[config.mk]
export PLATFORM = sky130hd
export DESIGN_NAME = uart_rx_fifo
export DESIGN_NICKNAME = d
export VERILOG_FILES = /design/src/rtl/uart_pkg.sv /design/src/rtl/uart_fifo_mem.sv /design/src/rtl/uart_rx_fifo.sv
export SDC_FILE = /design/constraint.sdc
export NUM_CORES = 1
export LEC_CHECK = 0
export CAP_MARGIN = 20
export CORE_ASPECT_RATIO = 1.4
export CORE_MARGIN = 1.5
export CORE_UTILIZATION = 45
export DETAILED_ROUTE_END_ITERATION = 12
export PLACE_DENSITY = 0.64
export SETUP_SLACK_MARGIN = 0.3
export SLEW_MARGIN = 0
export SYNTH_ARGS = -nofsm -noshare
export SYNTH_HDL_FRONTEND = slang
export SYNTH_SLANG_ARGS = --single-unit
[constraint.sdc]
create_clock -name i_clk -period 6.55 [get_ports i_clk]
set_input_delay 1.31 -clock i_clk [delete_from_list [all_inputs] [get_ports i_clk]]
set_output_delay 1.31 -clock i_clk [all_outputs]
set_load 0.005 [all_outputs]
[src/rtl/uart_pkg.sv]
// Shared UART constants for the loopback path: data width, board clock and FIFO defaults.
package uart_pkg;

  localparam int UART_DATA_W        = 8;
  localparam int CLK_FREQ_HZ        = 27_000_000;
  localparam int DEFAULT_DEPTH      = 16;
  localparam int DEFAULT_GAP_CYCLES = 2_000_000;

  // Occupancy counter must represent 0..depth inclusive.
  function automatic int cnt_width(input int depth);
    return $clog2(depth) + 1;
  endfunction

endpackage

[src/rtl/uart_fifo_mem.sv]
// Simple dual-port RAM for the RX byte FIFO: synchronous write, asynchronous read, no reset.
module uart_fifo_mem
  import uart_pkg::*;
#(
  parameter int DEPTH = DEFAULT_DEPTH,
  parameter int WIDTH = UART_DATA_W
) (
  input  logic                     clk,
  input  logic                     wr_en,
  input  logic [$clog2(DEPTH)-1:0] wr_addr,
  input  logic [WIDTH-1:0]         wr_data,
  input  logic [$clog2(DEPTH)-1:0] rd_addr,
  output logic [WIDTH-1:0]         rd_data
);

  logic [WIDTH-1:0] mem [DEPTH];

  always_ff @(posedge clk) begin
    if (wr_en) begin
      mem[wr_addr] <= wr_data;
    end
  end

  assign rd_data = mem[rd_addr];

endmodule

[src/rtl/uart_rx_fifo.sv]
// Byte FIFO between uart_rx and uart_tx with a first-word fall-through output register.
// Optional TX pacing (idle gap after each transfer) is enabled by defining UART_FIFO_PACE_EN.
module uart_rx_fifo
  import uart_pkg::*;
#(
  parameter int DEPTH      = DEFAULT_DEPTH,
  parameter int GAP_CYCLES = DEFAULT_GAP_CYCLES
) (
  input  logic                   i_clk,
  input  logic                   i_rst,
  input  logic                   i_rx_done,
  input  logic [7:0]             i_rx_data,
  output logic                   o_rx_ack,
  output logic                   o_tx_valid,
  output logic [7:0]             o_tx_data,
  input  logic                   i_tx_ready,
  output logic [$clog2(DEPTH):0] o_count,
  output logic                   o_empty,
  output logic                   o_full,
  output logic                   o_overflow
);

  localparam int PTR_W = $clog2(DEPTH);
  localparam int CNT_W = cnt_width(DEPTH);
  localparam int GAP_W = $clog2(GAP_CYCLES + 1);
  localparam logic [CNT_W-1:0] FULL_CNT = CNT_W'(DEPTH);

  logic                   rx_ack_reg, rx_ack_next;
  logic                   overflow_reg, overflow_next;
  logic [PTR_W-1:0]       wr_ptr_reg, wr_ptr_next;
  logic [PTR_W-1:0]       rd_ptr_reg, rd_ptr_next;
  logic [CNT_W-1:0]       count_reg, count_next;
  logic                   out_full_reg, out_full_next;
  logic [UART_DATA_W-1:0] tx_data_reg, tx_data_next;
  logic [GAP_W-1:0]       pace_cnt_reg, pace_cnt_next;

  logic                   capture;
  logic                   full;
  logic                   push;
  logic                   tx_valid;
  logic                   pop;
  logic                   mem_nonempty;
  logic                   load;
  logic [UART_DATA_W-1:0] mem_rd_data;

  uart_fifo_mem #(
    .DEPTH (DEPTH),
    .WIDTH (UART_DATA_W)
  ) u_mem (
    .clk     (i_clk),
    .wr_en   (push),
    .wr_addr (wr_ptr_reg),
    .wr_data (i_rx_data),
    .rd_addr (rd_ptr_reg),
    .rd_data (mem_rd_data)
  );

  always_comb begin
    capture  = i_rx_done && !rx_ack_reg;
    full     = (count_reg == FULL_CNT);
    push     = capture && !full;
    tx_valid = out_full_reg && (pace_cnt_reg == '0);
    pop      = tx_valid && i_tx_ready;
    // Memory occupancy is the total count minus the output register's byte.
    mem_nonempty = (count_reg != {{PTR_W{1'b0}}, out_full_reg});
    load     = mem_nonempty && (!out_full_reg || pop);
  end

  always_comb begin
    rx_ack_next   = rx_ack_reg;
    overflow_next = overflow_reg;
    wr_ptr_next   = wr_ptr_reg;
    rd_ptr_next   = rd_ptr_reg;
    count_next    = count_reg;
    out_full_next = out_full_reg;
    tx_data_next  = tx_data_reg;
    pace_cnt_next = pace_cnt_reg;

    if (!i_rx_done) begin
      rx_ack_next = 1'b0;
    end else if (capture) begin
      rx_ack_next = 1'b1;
    end

    // A full buffer drops the byte but still acknowledges so uart_rx never stalls.
    if (capture && full) begin
      overflow_next = 1'b1;
    end

    if (push) begin
      wr_ptr_next = wr_ptr_reg + PTR_W'(1);
    end

    if (load) begin
      rd_ptr_next   = rd_ptr_reg + PTR_W'(1);
      tx_data_next  = mem_rd_data;
      out_full_next = 1'b1;
    end else if (pop) begin
      out_full_next = 1'b0;
    end

    case ({push, pop})
      2'b10:   count_next = count_reg + CNT_W'(1);
      2'b01:   count_next = count_reg - CNT_W'(1);
      default: count_next = count_reg;
    endcase

`ifdef UART_FIFO_PACE_EN
    if (pop) begin
      pace_cnt_next = GAP_W'(GAP_CYCLES);
    end else if (pace_cnt_reg != '0) begin
      pace_cnt_next = pace_cnt_reg - GAP_W'(1);
    end
`else
    pace_cnt_next = '0;
`endif
  end

  always_ff @(posedge i_clk) begin
    if (i_rst) begin
      rx_ack_reg   <= 1'b0;
      overflow_reg <= 1'b0;
      wr_ptr_reg   <= '0;
      rd_ptr_reg   <= '0;
      count_reg    <= '0;
      out_full_reg <= 1'b0;
      tx_data_reg  <= '0;
      pace_cnt_reg <= '0;
    end else begin
      rx_ack_reg   <= rx_ack_next;
      overflow_reg <= overflow_next;
      wr_ptr_reg   <= wr_ptr_next;
      rd_ptr_reg   <= rd_ptr_next;
      count_reg    <= count_next;
      out_full_reg <= out_full_next;
      tx_data_reg  <= tx_data_next;
      pace_cnt_reg <= pace_cnt_next;
    end
  end

  assign o_rx_ack   = rx_ack_reg;
  assign o_tx_valid = tx_valid;
  assign o_tx_data  = tx_data_reg;
  assign o_count    = count_reg;
  assign o_empty    = (count_reg == '0);
  assign o_full     = full;
  assign o_overflow = overflow_reg;

endmodule
==> qor.yml <==
critical_path:
  worst_r2r_path_cells: 9
  timing.critical_path.slowest_stage_cell: "clkdlybuf4s50_1"
  setup.worst_path.start_class: "primary input"
  cp_data_arrival_time_ps: 4020
  path_cells: "clkdlybuf4s50_1, nand2b_1, a21oi_1, inv_1, ha_1, ha_1, a31oi_1, o2bb2ai_1, or4_1, o2111ai_1"
  critical-path-max-stage-delay_ps: 490
  setup.reg_to_reg.worst_slack_ps: 3560
  reg_to_reg_start: "o_count[2]"
  cp_max_fo: 9
  path_buf_inv: 2
  endpoint_kind: "flip-flop"
  worst-endpoint-required_ps: 6880
  regToRegEndpoint: "o_count[4]"
  crit_family: "compound AO/OA/AOI/OAI gates"
  crit_cells: 10
  critPathLaunch: "i_rx_done"
  crit_top_cell: "ha_1"
  timing_worst_setup_path_type: "in2reg"
  critical_path.endpoint: "o_count[4]"
placed_design:
  routabilityCongestion: 0.834
  hpwl_um: 8420
  io_buffers: 29
sta:
  hold_viol: 0
  layout_worst_path_cycle_share: 0.564
  remaining_max_slew_budget_at_the_tightest_pin: 0.438
  timing.final.crit_period_ps: 3690
  grt_setup_unrepaired: "false"
  total_negative_slack_ps: 0
  setup_viol: 0
  maxClockFrequency_mhz: 271
  worst_slew_pin_slew_ps: 839
  final.setup_skew_ps: 13.4
  max_transition_viols_final: 0
synthesis:
  top_flip_flop_cell_by_instance_count_after_synthesis: "edfxtp_1"
  synth_cells: 384
  yosysWarnings: 0
  synth_area_sq_um: 6150
  post_synthesis_share_of_cell_area_spent_on_and_or_nand_and_nor_gates: 0.0647
  yosysSeqAreaShare: 0.703
  synth_compound_area_frac: 0.0621
  synth_area_leaders: "edfxtp_1 (63%), dfxtp_1 (7.8%), mux4_2 (5.9%)"
  synth_edf_count: 128
  yosys_register_bits: 152
  synthMuxAreaShare: 0.118
  synthAdderAreaFrac: 0.0183
  yosysTopAreaCellShare: 0.625
  synth.largest_area_cell: "edfxtp_1"
  synth_area_per_cell_sq_um: 16.0
  syn_nets: 405
  synth_cell_types: 44
  synth_top_family_by_area: "multiplexers"
  async_flop_share: 0
  synth_xor_xnor_area_share: 0.0128
die:
  fp.dieArea_sq_um: 14400
  top_level_ports: 30
  die_width_um: 102
  initial_core_util: 0.459
  row_count: 50
  core_footprint_sq_um: 13400
  chipHeight_um: 141
drt:
  drt-wirelength-per-cell_um: 21.0
  route.vias.total: 3443
  remaining_drc_errors: 0
  finalWirelength_um: 12800
  drt_pre_antenna_iters: 6
  vias_per_cell: 5.64
  detail_route.iter0.violations: 246
  antenna_violating_nets_post_route: 0
grt:
  grt_first_pass_wirelength_um: 19700
  antenna_found_initial: 0
  via_count_of_the_first_global_routing_pass: 3461
  overflow: 0
  grt_usage: 0.193
  grt_max_degree: 51
cells_and_area:
  areaGrowthSynthToFinish_pct: 17.6
  diodes: 0
  finish.utilization: 0.540
  layout_common_cells: "edfxtp_1 (128), mux2i_1 (35), nor2_1 (34)"
  largest_reg_flops: 128
  nNetsFinal: 436
  max_flop_register: "u_mem.mem"
  post_route_cells_drive_above_1_share: 0.143
  layout_commonest_cell: "edfxtp_1"
cts:
  clk_pin_slew_worst_paths_ps: 60
  cts.path.max_buffers: 2
  clock_latency_ps: 420
  cts_hold_buffers: 0
  clock_tree_from_tritoncts: "yes"
  postCtsSetupBuffers: 0
  gates_resized_cts_repair: 0
  htreeDepth: 4
  cts.root.buffer_cell: "clkbuf_16"
  cts.sinks: 152
  cts_inserted_buffers: 17
worst_hold_path:
  hold_path.class: "reg2reg"
pwr:
  power_density_cells_nw_per_um2: 383
  post-layout-total-power_mw: 2.77
  power.leakage_nw: 2.29
  peak_ir_drop_on_the_vdd_network_mv: 0.207
run_status:
  result_of_the_run: "finished clean"
job:
  maxCapViolCount: 0
power breakdown:
group / total [mW] / internal (mW) / switching (mW)
registers: 1.16 / 1.11 / 0.0566
clock network: 1.03 / 0.644 / 0.387
logic: 0.578 / 0.267 / 0.310
cell type report:
class,instances,area [sq um]
Fill cell,1073,6150
Sequential cell,152,4330
Multi-Input combinational cell,204,1700
Clock buffer,19,433
Timing Repair Buffer,36,340
Tap cell,182,228
Clock inverter,13,195
Inverter,4,15.0
kinds of logic after synthesis:
logic type	Yosys count
buffers and inverters	28
adders and majority gates	9
DFF	152
muxes	52
xor gates and xnor gates	9
AOI/OAI and AO/OA	52
and+or+nand+nor	82
cell usage after synthesis (all sizes together) (6+ instances only):
cell,count
edfxtp,128
mux2i,35
nor2,34
dfxtp,24
o22ai,17
mux4,16
nand2,16
clkbuf,13
buf,11
a211oi,9
ha,9
a311oi,8
a21oi,6
nand2b,6
nor3,6
worst min-delay path, cell delays in order (launching register included):
cell     delay [ps]
dfxtp_1         320
a21oi_1          40
nor2_1           70
worst min-delay path by stage:
stage               startpoint          to  slack [ps]  depth (start not counted)
floorplan           o_overflow  o_overflow         460                          2
global placement    o_overflow  o_overflow         460                          2
detailed placement  o_overflow  o_overflow         460                          2
CTS                 o_overflow  o_overflow         470                          2
global route        o_overflow  o_overflow         510                          2
finish              o_overflow  o_overflow         460                          2
stage by stage:
step / area (sq um) / cells / hold slack, ps / worst slack (ps)
6_report: 7230 / 610 / 465 / 2860
2_1_floorplan: 6150 / 384 / 460 / 3200
3_3_place_gp: 6590 / 576 / 460 / 2520
4_1_cts: 7220 / 608 / 473 / 2870
3_5_place_dp: 6590 / 576 / 458 / 2450
5_1_grt: 7230 / 610 / 510 / 2720
metal layers:
| layer | vias to the layer above | global-route usage | part of all wire | wire length, um |
|---|---|---|---|---|
| met5 | - | 0 | 0 | 0 |
| met4 | 0 | 0.0914 | 0.030 | 382 |
| met3 | 29 | 0.0458 | 0.039 | 498 |
| met2 | 122 | 0.333 | 0.54 | 6880 |
| met1 | 1736 | 0.224 | 0.39 | 5020 |
| li1 | 1556 | - | - | - |
Power figures use the tool's default switching activity.
